`config.mk`:
```
export PLATFORM = sky130hd
export DESIGN_NAME = sudoku_game_ctrl
export DESIGN_NICKNAME = d
export VERILOG_FILES = /design/src/rtl/game_pkg.sv /design/src/rtl/group_dup_checker.sv /design/src/rtl/sudoku_game_ctrl.sv
export SDC_FILE = /design/constraint.sdc
export NUM_CORES = 1
export LEC_CHECK = 0
export CORE_MARGIN = 2
export CORE_UTILIZATION = 45
export DETAILED_ROUTE_END_ITERATION = 8
export PLACE_DENSITY_LB_ADDON = 0.2
export SLEW_MARGIN = 10
export SYNTH_ARGS = -nofsm -noshare
export SYNTH_HDL_FRONTEND = slang
export SYNTH_SLANG_ARGS = --single-unit
```
`constraint.sdc`:
```
create_clock -name clk -period 8.68 [get_ports clk]
set_input_delay 1.736 -clock clk [delete_from_list [all_inputs] [get_ports clk]]
set_output_delay 1.736 -clock clk [all_outputs]
set_load 0.01 [all_outputs]
```
`src/rtl/game_pkg.sv`:
```
// Shared types and constants for the sudoku game sequencer.
package game_pkg;
  localparam int GAME_MAX_N  = 9;
  localparam int GAME_ADDR_W = 7;
  localparam int CELL_W      = 4;

  typedef enum logic [2:0] {
    ST_IDLE,
    ST_PLAY,
    ST_SCAN_ROW,
    ST_SCAN_COL,
    ST_SCAN_BOX,
    ST_WIN
  } game_state_t;
endpackage

```
`src/rtl/group_dup_checker.sv`:
```
// Per-group duplicate / range / emptiness accumulator over one scan.
// Outputs already include the datum presented this cycle.
module group_dup_checker
  import game_pkg::*;
(
  input  logic              clk,
  input  logic              rst,
  input  logic              clr_all,
  input  logic              clr_group,
  input  logic              valid,
  input  logic [CELL_W-1:0] value,
  input  logic [3:0]        n_digits,
  output logic              conflict,
  output logic              full
);
  logic [8:0] r_seen;
  logic       r_conflict;
  logic       r_full;

  logic [8:0] w_seen_base;
  logic [8:0] w_bit;
  logic       w_in_range;
  logic       w_dup;
  logic       w_over;
  logic       w_empty;

  always_comb begin
    w_seen_base = clr_group ? 9'd0 : r_seen;
    w_in_range  = (value != 4'd0) && (value <= n_digits);
    w_bit       = w_in_range ? (9'd1 << (value - 4'd1)) : 9'd0;
    w_dup       = valid && ((w_seen_base & w_bit) != 9'd0);
    w_over      = valid && (value > n_digits);
    w_empty     = valid && (value == 4'd0);
    conflict    = r_conflict | w_dup | w_over;
    full        = r_full & ~w_empty;
  end

  always_ff @(posedge clk) begin
    if (rst || clr_all) begin
      r_seen     <= 9'd0;
      r_conflict <= 1'b0;
      r_full     <= 1'b1;
    end else if (valid) begin
      r_seen     <= w_seen_base | w_bit;
      r_conflict <= conflict;
      r_full     <= full;
    end
  end
endmodule

```
`src/rtl/sudoku_game_ctrl.sv`:
```
// Game FSM plus row/column/box scanner of the cell RAM producing incorrect/victory.
// Address stage and one-cycle data-align stage feed the group checker.
module sudoku_game_ctrl
  import game_pkg::*;
#(
  parameter int MAX_N  = GAME_MAX_N,
  parameter int ADDR_W = GAME_ADDR_W
) (
  input  logic              clk,
  input  logic              rst,
  input  logic              start,
  input  logic [2:0]        size_sel,
  input  logic              quit,
  input  logic              cell_we,
  output logic [ADDR_W-1:0] rd_addr,
  input  logic [CELL_W-1:0] rd_data,
  output logic              is_game_on,
  output logic [2:0]        board_size,
  output logic              incorrect,
  output logic              victory,
  output logic              busy
);
  game_state_t r_state, w_next;

  logic [2:0]        r_board_size;
  logic [3:0]        r_g, r_e;
  logic [1:0]        r_br, r_bc, r_er, r_ec;
  logic              r_issue_done;
  logic [ADDR_W-1:0] r_rd_addr;
  logic              r_addr_vld, r_addr_first, r_addr_last;
  logic              r_chk_vld, r_chk_first, r_chk_last;
  logic              r_pending, r_incorrect, r_victory, r_busy, r_is_game_on;

  logic [3:0]        w_n_grp;
  logic [1:0]        w_n_m1;
  logic              w_scanning, w_issue, w_grp_end, w_pass_end;
  logic              w_ec_end, w_er_end, w_bc_end, w_br_end, w_first, w_last;
  logic [3:0]        w_row, w_col;
  logic [ADDR_W-1:0] w_addr;
  logic              w_done, w_start_ok, w_quit, w_restart, w_scan_start;
  logic              w_conflict, w_full;

  assign w_n_grp    = (r_board_size == 3'd2) ? 4'd4 : 4'd9;
  assign w_n_m1     = (r_board_size == 3'd2) ? 2'd1 : 2'd2;
  assign w_scanning = (r_state == ST_SCAN_ROW) || (r_state == ST_SCAN_COL) ||
                      (r_state == ST_SCAN_BOX);
  assign w_issue    = w_scanning && !r_issue_done;
  assign w_grp_end  = (r_e == w_n_grp - 4'd1);
  assign w_pass_end = w_grp_end && (r_g == w_n_grp - 4'd1);
  assign w_ec_end   = (r_ec == w_n_m1);
  assign w_er_end   = (r_er == w_n_m1);
  assign w_bc_end   = (r_bc == w_n_m1);
  assign w_br_end   = (r_br == w_n_m1);
  assign w_done     = r_chk_vld && r_chk_last;
  assign w_start_ok = start && ((size_sel == 3'd2) || (size_sel == 3'd3));
  assign w_quit     = quit && (r_state != ST_IDLE);
  assign w_restart  = r_pending || cell_we;
  assign w_scan_start = (w_next == ST_SCAN_ROW) && (r_state != ST_SCAN_ROW);

  // Box pass walks box-row, box-col, elem-row, elem-col so no division is needed.
  always_comb begin
    w_row   = r_g;
    w_col   = r_e;
    w_first = (r_e == 4'd0);
    w_last  = 1'b0;
    case (r_state)
      ST_SCAN_COL: begin
        w_row = r_e;
        w_col = r_g;
      end
      ST_SCAN_BOX: begin
        w_row   = 4'(r_br) * 4'(r_board_size) + 4'(r_er);
        w_col   = 4'(r_bc) * 4'(r_board_size) + 4'(r_ec);
        w_first = (r_er == 2'd0) && (r_ec == 2'd0);
        w_last  = w_ec_end && w_er_end && w_bc_end && w_br_end;
      end
      default: ;
    endcase
    w_addr = ADDR_W'(w_row) * ADDR_W'(MAX_N) + ADDR_W'(w_col);
  end

  always_comb begin
    w_next = r_state;
    case (r_state)
      ST_IDLE:     if (w_start_ok) w_next = ST_SCAN_ROW;
      ST_PLAY:     if (cell_we) w_next = ST_SCAN_ROW;
      ST_SCAN_ROW: if (w_issue && w_pass_end) w_next = ST_SCAN_COL;
      ST_SCAN_COL: if (w_issue && w_pass_end) w_next = ST_SCAN_BOX;
      ST_SCAN_BOX: begin
        if (w_done) begin
          if (w_restart)                 w_next = ST_SCAN_ROW;
          else if (w_full && !w_conflict) w_next = ST_WIN;
          else                           w_next = ST_PLAY;
        end
      end
      ST_WIN:      ;
      default:     w_next = ST_IDLE;
    endcase
    if (w_quit) w_next = ST_IDLE;
  end

  always_ff @(posedge clk) begin
    if (rst) r_state <= ST_IDLE;
    else     r_state <= w_next;
  end

  always_ff @(posedge clk) begin
    if (rst || w_scan_start || w_quit) begin
      r_g <= 4'd0;  r_e <= 4'd0;
      r_br <= 2'd0; r_bc <= 2'd0; r_er <= 2'd0; r_ec <= 2'd0;
      r_issue_done <= 1'b0;
    end else if (w_issue) begin
      if (r_state == ST_SCAN_BOX) begin
        if (w_ec_end) begin
          r_ec <= 2'd0;
          if (w_er_end) begin
            r_er <= 2'd0;
            if (w_bc_end) begin
              r_bc <= 2'd0;
              if (w_br_end) begin
                r_br         <= 2'd0;
                r_issue_done <= 1'b1;
              end else r_br <= r_br + 2'd1;
            end else r_bc <= r_bc + 2'd1;
          end else r_er <= r_er + 2'd1;
        end else r_ec <= r_ec + 2'd1;
      end else if (w_grp_end) begin
        r_e <= 4'd0;
        r_g <= w_pass_end ? 4'd0 : r_g + 4'd1;
      end else begin
        r_e <= r_e + 4'd1;
      end
    end
  end

  // RAM data lags the address by one clock; valid/first/last follow it.
  always_ff @(posedge clk) begin
    if (rst || w_quit) begin
      r_addr_vld <= 1'b0; r_addr_first <= 1'b0; r_addr_last <= 1'b0;
      r_chk_vld  <= 1'b0; r_chk_first  <= 1'b0; r_chk_last  <= 1'b0;
    end else begin
      r_addr_vld   <= w_issue;
      r_addr_first <= w_issue && w_first;
      r_addr_last  <= w_issue && w_last;
      r_chk_vld    <= r_addr_vld;
      r_chk_first  <= r_addr_first;
      r_chk_last   <= r_addr_last;
    end
  end

  always_ff @(posedge clk) begin
    if (rst)          r_rd_addr <= '0;
    else if (w_issue) r_rd_addr <= w_addr;
  end

  always_ff @(posedge clk) begin
    if (rst) begin
      r_board_size <= 3'd3;
      r_is_game_on <= 1'b0;
      r_busy       <= 1'b0;
      r_incorrect  <= 1'b0;
      r_victory    <= 1'b0;
      r_pending    <= 1'b0;
    end else begin
      r_is_game_on <= (w_next != ST_IDLE);
      r_busy       <= w_scanning && !w_done && !w_quit;
      if (w_quit) begin
        r_incorrect <= 1'b0;
        r_victory   <= 1'b0;
        r_pending   <= 1'b0;
      end else if (w_done) begin
        r_incorrect <= w_conflict;
        r_victory   <= w_full && !w_conflict;
        r_pending   <= 1'b0;
      end else if ((r_state == ST_IDLE) && w_start_ok) begin
        r_board_size <= size_sel;
        r_incorrect  <= 1'b0;
        r_victory    <= 1'b0;
      end else if (w_scanning && cell_we) begin
        r_pending <= 1'b1;
      end
    end
  end

  group_dup_checker u_checker (
    .clk       (clk),
    .rst       (rst),
    .clr_all   (w_scan_start),
    .clr_group (r_chk_first),
    .valid     (r_chk_vld),
    .value     (rd_data),
    .n_digits  (w_n_grp),
    .conflict  (w_conflict),
    .full      (w_full)
  );

  assign rd_addr    = r_rd_addr;
  assign is_game_on = r_is_game_on;
  assign board_size = r_board_size;
  assign incorrect  = r_incorrect;
  assign victory    = r_victory;
  assign busy       = r_busy;
endmodule

```
Word-level counts from Yosys, hierarchy flattened
Index checks and enable logic that the tools add are counted.
- register bits after elaboration: 52
- input port bits: 12
- $add $sub $neg: 11
- multipliers: 3
- magnitude comparators: 2
- equal/unequal tests: 16
- shift-type cells: 1
- muxes and demuxes: 26
- bitwise gates (word level): 10
- reductions and logical operators: 54
- operators with widths (kind ; count):
    $mux 3 ; 8
    $logic_and 1x1->1 ; 22
    $eq 3x2->1 const B ; 6
    $mux 9 ; 2
    $pmux 3 s6 ; 1
    $pmux 4 s2 ; 2
    $mux 4 ; 3
    $mux 2 ; 5
    $and 9x9->9 ; 1
    $or 9x9->9 ; 1
    $reduce_and 3->1 ; 3
    $reduce_bool 9->1 ; 1
    $shl 1x4->9 const A ; 1
    $add 2x1->2 const B ; 4
    $add 4x1->4 const B ; 2
    $add 4x2->4 ; 2
    $eq 2x2->1 ; 4
    $eq 4x4->1 ; 2
    $logic_not 4->1 ; 2
    $mul 2x3->4 ; 2
    $sub 4x1->4 const B ; 2
    $add 7x4->7 ; 1
    $logic_or 1x1->1 ; 7
    $mul 4x4->7 const B ; 1
    21 further kinds ; 38

Depth between registers and ports, before layout
- depth in word-level cells: 21
- mapped depth: 19
- mapped depth without buffers: 18

Hierarchy
A second synthesis with hierarchy kept.
- cell total of the unflattened synthesis: 412
- area, all modules: 3469.6 um^2
- modules (own cells, without submodules) (module ; times used ; cells each ; area an instance (um^2)):
    sudoku_game_ctrl ; 1 ; 342 ; 2801.4
    group_dup_checker ; 1 ; 70 ; 668.1

Worst setup path after synthesis
Ideal clock, no wire load.
- path type: flip-flop to flip-flop
- start point: reg r_br[0]
- end point: reg r_rd_addr[6], in the netlist rd_addr[6]
- library setup time: 62 ps
- data arrival time: 4083 ps
- setup slack: 4535 ps
- cell stages (with the launch flop): 20
- period minus slack after synthesis: 4145 ps
- path through: dfxtp_1 > clkbuf_1 > nand2_1 > fa_1 > inv_1 > ha_1 > fa_1 > xor2_1 > and3_1 > o311a_1 > a21oi_1 > ha_1 > ha_1 > ha_1 > o21ai_0 > nor2_1 > o21a_1 > nor2_1 > or4_1 > nand3_1
- longest elaborated chain between the ends: 5
- ends and longest elaborated chain (what ; line ; RTL):
    from (decl) ; sudoku_game_ctrl.sv:27 ; logic [1:0] r_br, r_bc, r_er, r_ec;
    from (signal assigned) ; sudoku_game_ctrl.sv:123 ; end else r_br <= r_br + 2'd1;
    $mul 2x3->4 ; sudoku_game_ctrl.sv:72 ; w_row = 4'(r_br) * 4'(r_board_size) + 4'(r_er);
    $add 4x2->4 ; sudoku_game_ctrl.sv:72 ;
    $pmux 4 s2 ; sudoku_game_ctrl.sv:66 ; case (r_state)
    $mul 4x4->7 ; sudoku_game_ctrl.sv:79 ; w_addr = ADDR_W'(w_row) * ADDR_W'(MAX_N) + ADDR_W'(w_col);
    $add 7x4->7 ; sudoku_game_ctrl.sv:79 ;
    to (signal assigned) ; sudoku_game_ctrl.sv:153 ; else if (w_issue) r_rd_addr <= w_addr;
    to (decl) ; sudoku_game_ctrl.sv:29 ; logic [ADDR_W-1:0] r_rd_addr;
No other way between the ends.
A chain may end at the register's enable or synchronous reset.

Worst setup path in the final report
- start point: reg r_br[1]
- end point: reg r_rd_addr[6], in the netlist rd_addr[6]
Same word-level chain as after synthesis.

==> flow_summary.json <==
{
  "cts_setup_buffers": 0,
  "syn_to_final_growth_pct": 11.0,
  "die_w_um": 92.1,
  "die_area_um2": 8480,
  "max_clock_freq_ghz": 0.231,
  "rows": 32,
  "drv_cap": 0,
  "synth_flop_cell": "dfxtp_1",
  "port_buffers": 25,
  "cts_tree": "built",
  "cts_resized": 0,
  "antenna_found_initial": 0,
  "ios": 26,
  "status": "finished clean",
  "worstMarginPinSlew_ns": 0.987,
  "final_core_util": 0.510,
  "coreArea_um2": 7610,
  "grt_setup_unrepaired": "no",
  "dr_wl_met2_um": 3490,
  "cp_slowest_stage_delay_ns": 0.51,
  "die_y_um": 92.1,
  "cts_hold_buf": 0,
  "place_hpwl_um": 5930,
  "initialDrtViolationCount": 197,
  "min_path_type": "reg2reg",
  "firstDrtPassIters": 6,
  "routabilityCongestion": 0.916,
  "skew_ns": 0.0140,
  "cts_sinks": 52,
  "top_layer_used": "met4",
  "cp-startpoint": "r_br[1]$_SDFFE_PP0P_",
  "cellLeakagePower_nw": 1.52,
  "r2r-start": "r_br[1]$_SDFFE_PP0P_",
  "crit_top_cell": "ha_1",
  "setup_viol": 0,
  "routed_wirelength_um": 8050,
  "start_kind": "register",
  "drt-vias-per-instance": 5.67,
  "clk_path_buf_depth": 2,
  "antenna_cells": 0,
  "path_clk_slew_ns": 0.10,
  "synth.distinct_cells": 67,
  "ys_warn_count": 0,
  "vias": 3057,
  "ys_ff_latch": 52,
  "path_cells": "nand2_1 > fa_1 > inv_1 > ha_1 > fa_1 > xor2_1 > and3_1 > o311a_1 > a21oi_1 > ha_1 > ha_1 > ha_1 > o21ai_0 > nor2_1 > o21a_1 > nor2_1 > or4_1 > nand3_1",
  "ant_nets": 0,
  "wl_met1_um": 4080,
  "grt_pass1_wl_um": 13600,
  "min_period_over_period": 0.499,
  "p_per_area_nw_per_um2": 127,
  "cts_made_buffers": 5,
  "worstPathArrival_ns": 4.60,
  "nets": 481,
  "clock_latency_ns": 0.32,
  "wl_per_cell_um": 14.9,
  "crit_path_end_kind": "register",
  "wl_met3_um": 392,
  "maxSlewHeadroom": 0.340,
  "max-vdd-ir-drop_uv": 67.7,
  "hold_start": "r_addr_last$_SDFF_PP0_",
  "grt_pass1_vias": 2776,
  "postSynthCellCount": 429,
  "final-max-slew-violation-count": 0,
  "layout_min_cycle_time_ns": 4.34,
  "cts_root_buffer": "clkbuf_8",
  "hold_viol": 0,
  "stdcell_count": 539,
  "overflow": 0,
  "n_fill_cell": 763,
  "cp_max_fo": 9,
  "slowest_stage": "fa_1",
  "required_ns": 8.94,
  "htreeDepth": 2,
  "setup_tns_ns": 0,
  "syn_area_um2": 3490,
  "path_class": "reg2reg",
  "synth-edff-count": 0,
  "async_reset_ff_frac": 0,
  "start_util": 0.459,
  "syn_nets": 473,
  "ys_seq_area_frac": 0.298,
  "grt_max_degree": 23,
  "dp_cells": 532,
  "grtUsageTotal": 0.198,
  "drc": 0,
  "syn_avg_cell_area_um2": 8.14,
  "drive_above_1_share": 0.0503
}
[sequential cells by signal (all words and copies together) (netlist names), 2 cells and up]
name,count
r_bc,2
r_g,4
u_checker.r_seen,9
r_state,3
r_ec,2
rd_addr,7
board_size,3
r_e,4
r_br,2
r_er,2
[worst max-delay path, delay by kind of cell (launching register included)]
family                     cells  cell delay, ns
adders and majority gates      6            1.99
and+or+nand+nor                6            0.92
AOI/OAI and AO/OA              4            0.72
DFF                            1            0.46
xor gates and xnor gates       1            0.16
buffers and inverters          1            0.05
[through the flow]
| step | area (um2) | power, mW | hold slack, ns | setup slack, ns |
|---|---|---|---|---|
| 6_report | 3880 | 0.491 | 0.435 | 4.34 |
| 2_1_floorplan | 3490 | 0.284 | 0.406 | 4.53 |
| 3_5_place_dp | 3750 | 0.299 | 0.415 | 4.32 |
| 3_3_place_gp | 3750 | 0.299 | 0.410 | 4.42 |
| 5_1_grt | 3880 | 0.510 | 0.456 | 4.05 |
| 4_1_cts | 3880 | 0.497 | 0.439 | 4.31 |
[cell usage after synthesis, drive strengths merged, types with 4 or more instances]
library cell	n	area, um2
dfxtp	52	1040
nand2	50	188
a21oi	43	219
nor2	41	154
ha	27	338
o21ai	19	98.9
inv	18	67.6
and2	15	93.8
clkbuf	15	57.6
o22ai	15	93.8
nand3	13	65.1
buf	10	71.3
nor3	9	45.0
a211oi	7	57.6
xnor2	7	61.3
a21o	5	37.5
a22oi	5	37.5
fa	5	100
nor4bb	5	50.1
xor2	5	43.8
a32oi	4	35.0
nand4	4	40.0
nor4b	4	50.1
[area by class of cell]
type                    instances  area (um2)  area share
clock buffers                   5        68.8      0.0177
clock inverters                 2        60.1      0.0155
inverters                      19        76.3      0.0197
multi-input cells             333        2250       0.579
flip-flops and latches         52        1040       0.268
well taps                     102         128      0.0329
repair buffers                 26         258      0.0665
[layout by cell type, fill, tap and decap left out, types with 4 or more instances in the layout]
cell             count
nand2_1             50
clkdlybuf4s50_1     25
o21ai_0             18
dfxtp_1             52
nand3_1             13
inv_1               18
a22oi_1              5
xnor2_1              7
ha_1                27
xor2_1               5
nor4bb_1             5
a211oi_1             6
a21o_1               5
clkbuf_8             5
fa_1                 5
and2_1              15
a21oi_1             42
nor2_1              41
o22ai_1             15
a32oi_1              4
nor3_1               9
[layer usage]
layer,global-route usage,vias up
met3,0.0345,8
met4,0.0547,0
li1,-,1554
met5,0,-
met1,0.287,1409
met2,0.303,86
[worst paths after layout]
check / to / slack, ns / depth (start not counted)
setup / recovery: rd_addr[6]$_SDFFE_PP0P_ / 4.34 / 18
hold / removal: r_chk_last$_SDFF_PP0_ / 0.43 / 1
setup reg to reg: rd_addr[6]$_SDFFE_PP0P_ / 4.34 / 18
hold reg to reg: r_chk_last$_SDFF_PP0_ / 0.43 / 1
[logic make-up (layout without fill, tap and decap cells)]
logic type      Yosys count  in the layout  share of synthesized area
fa+ha+maj                32             32                      0.125
compound gates          118            118                      0.219
xor+xnor                 12             12                     0.0301
flops                    52             52                      0.298
simple gates            168            168                      0.256
buf+inv                  44             52                     0.0588
mux                       3              3                     0.0125
[power breakdown]
part	internal (mW)	total, mW	switching (mW)
clock	0.114	0.197	0.0836
sequential	0.241	0.243	0.00200
combinational	0.0200	0.0514	0.0314
(Power assumes the default switching activity.)
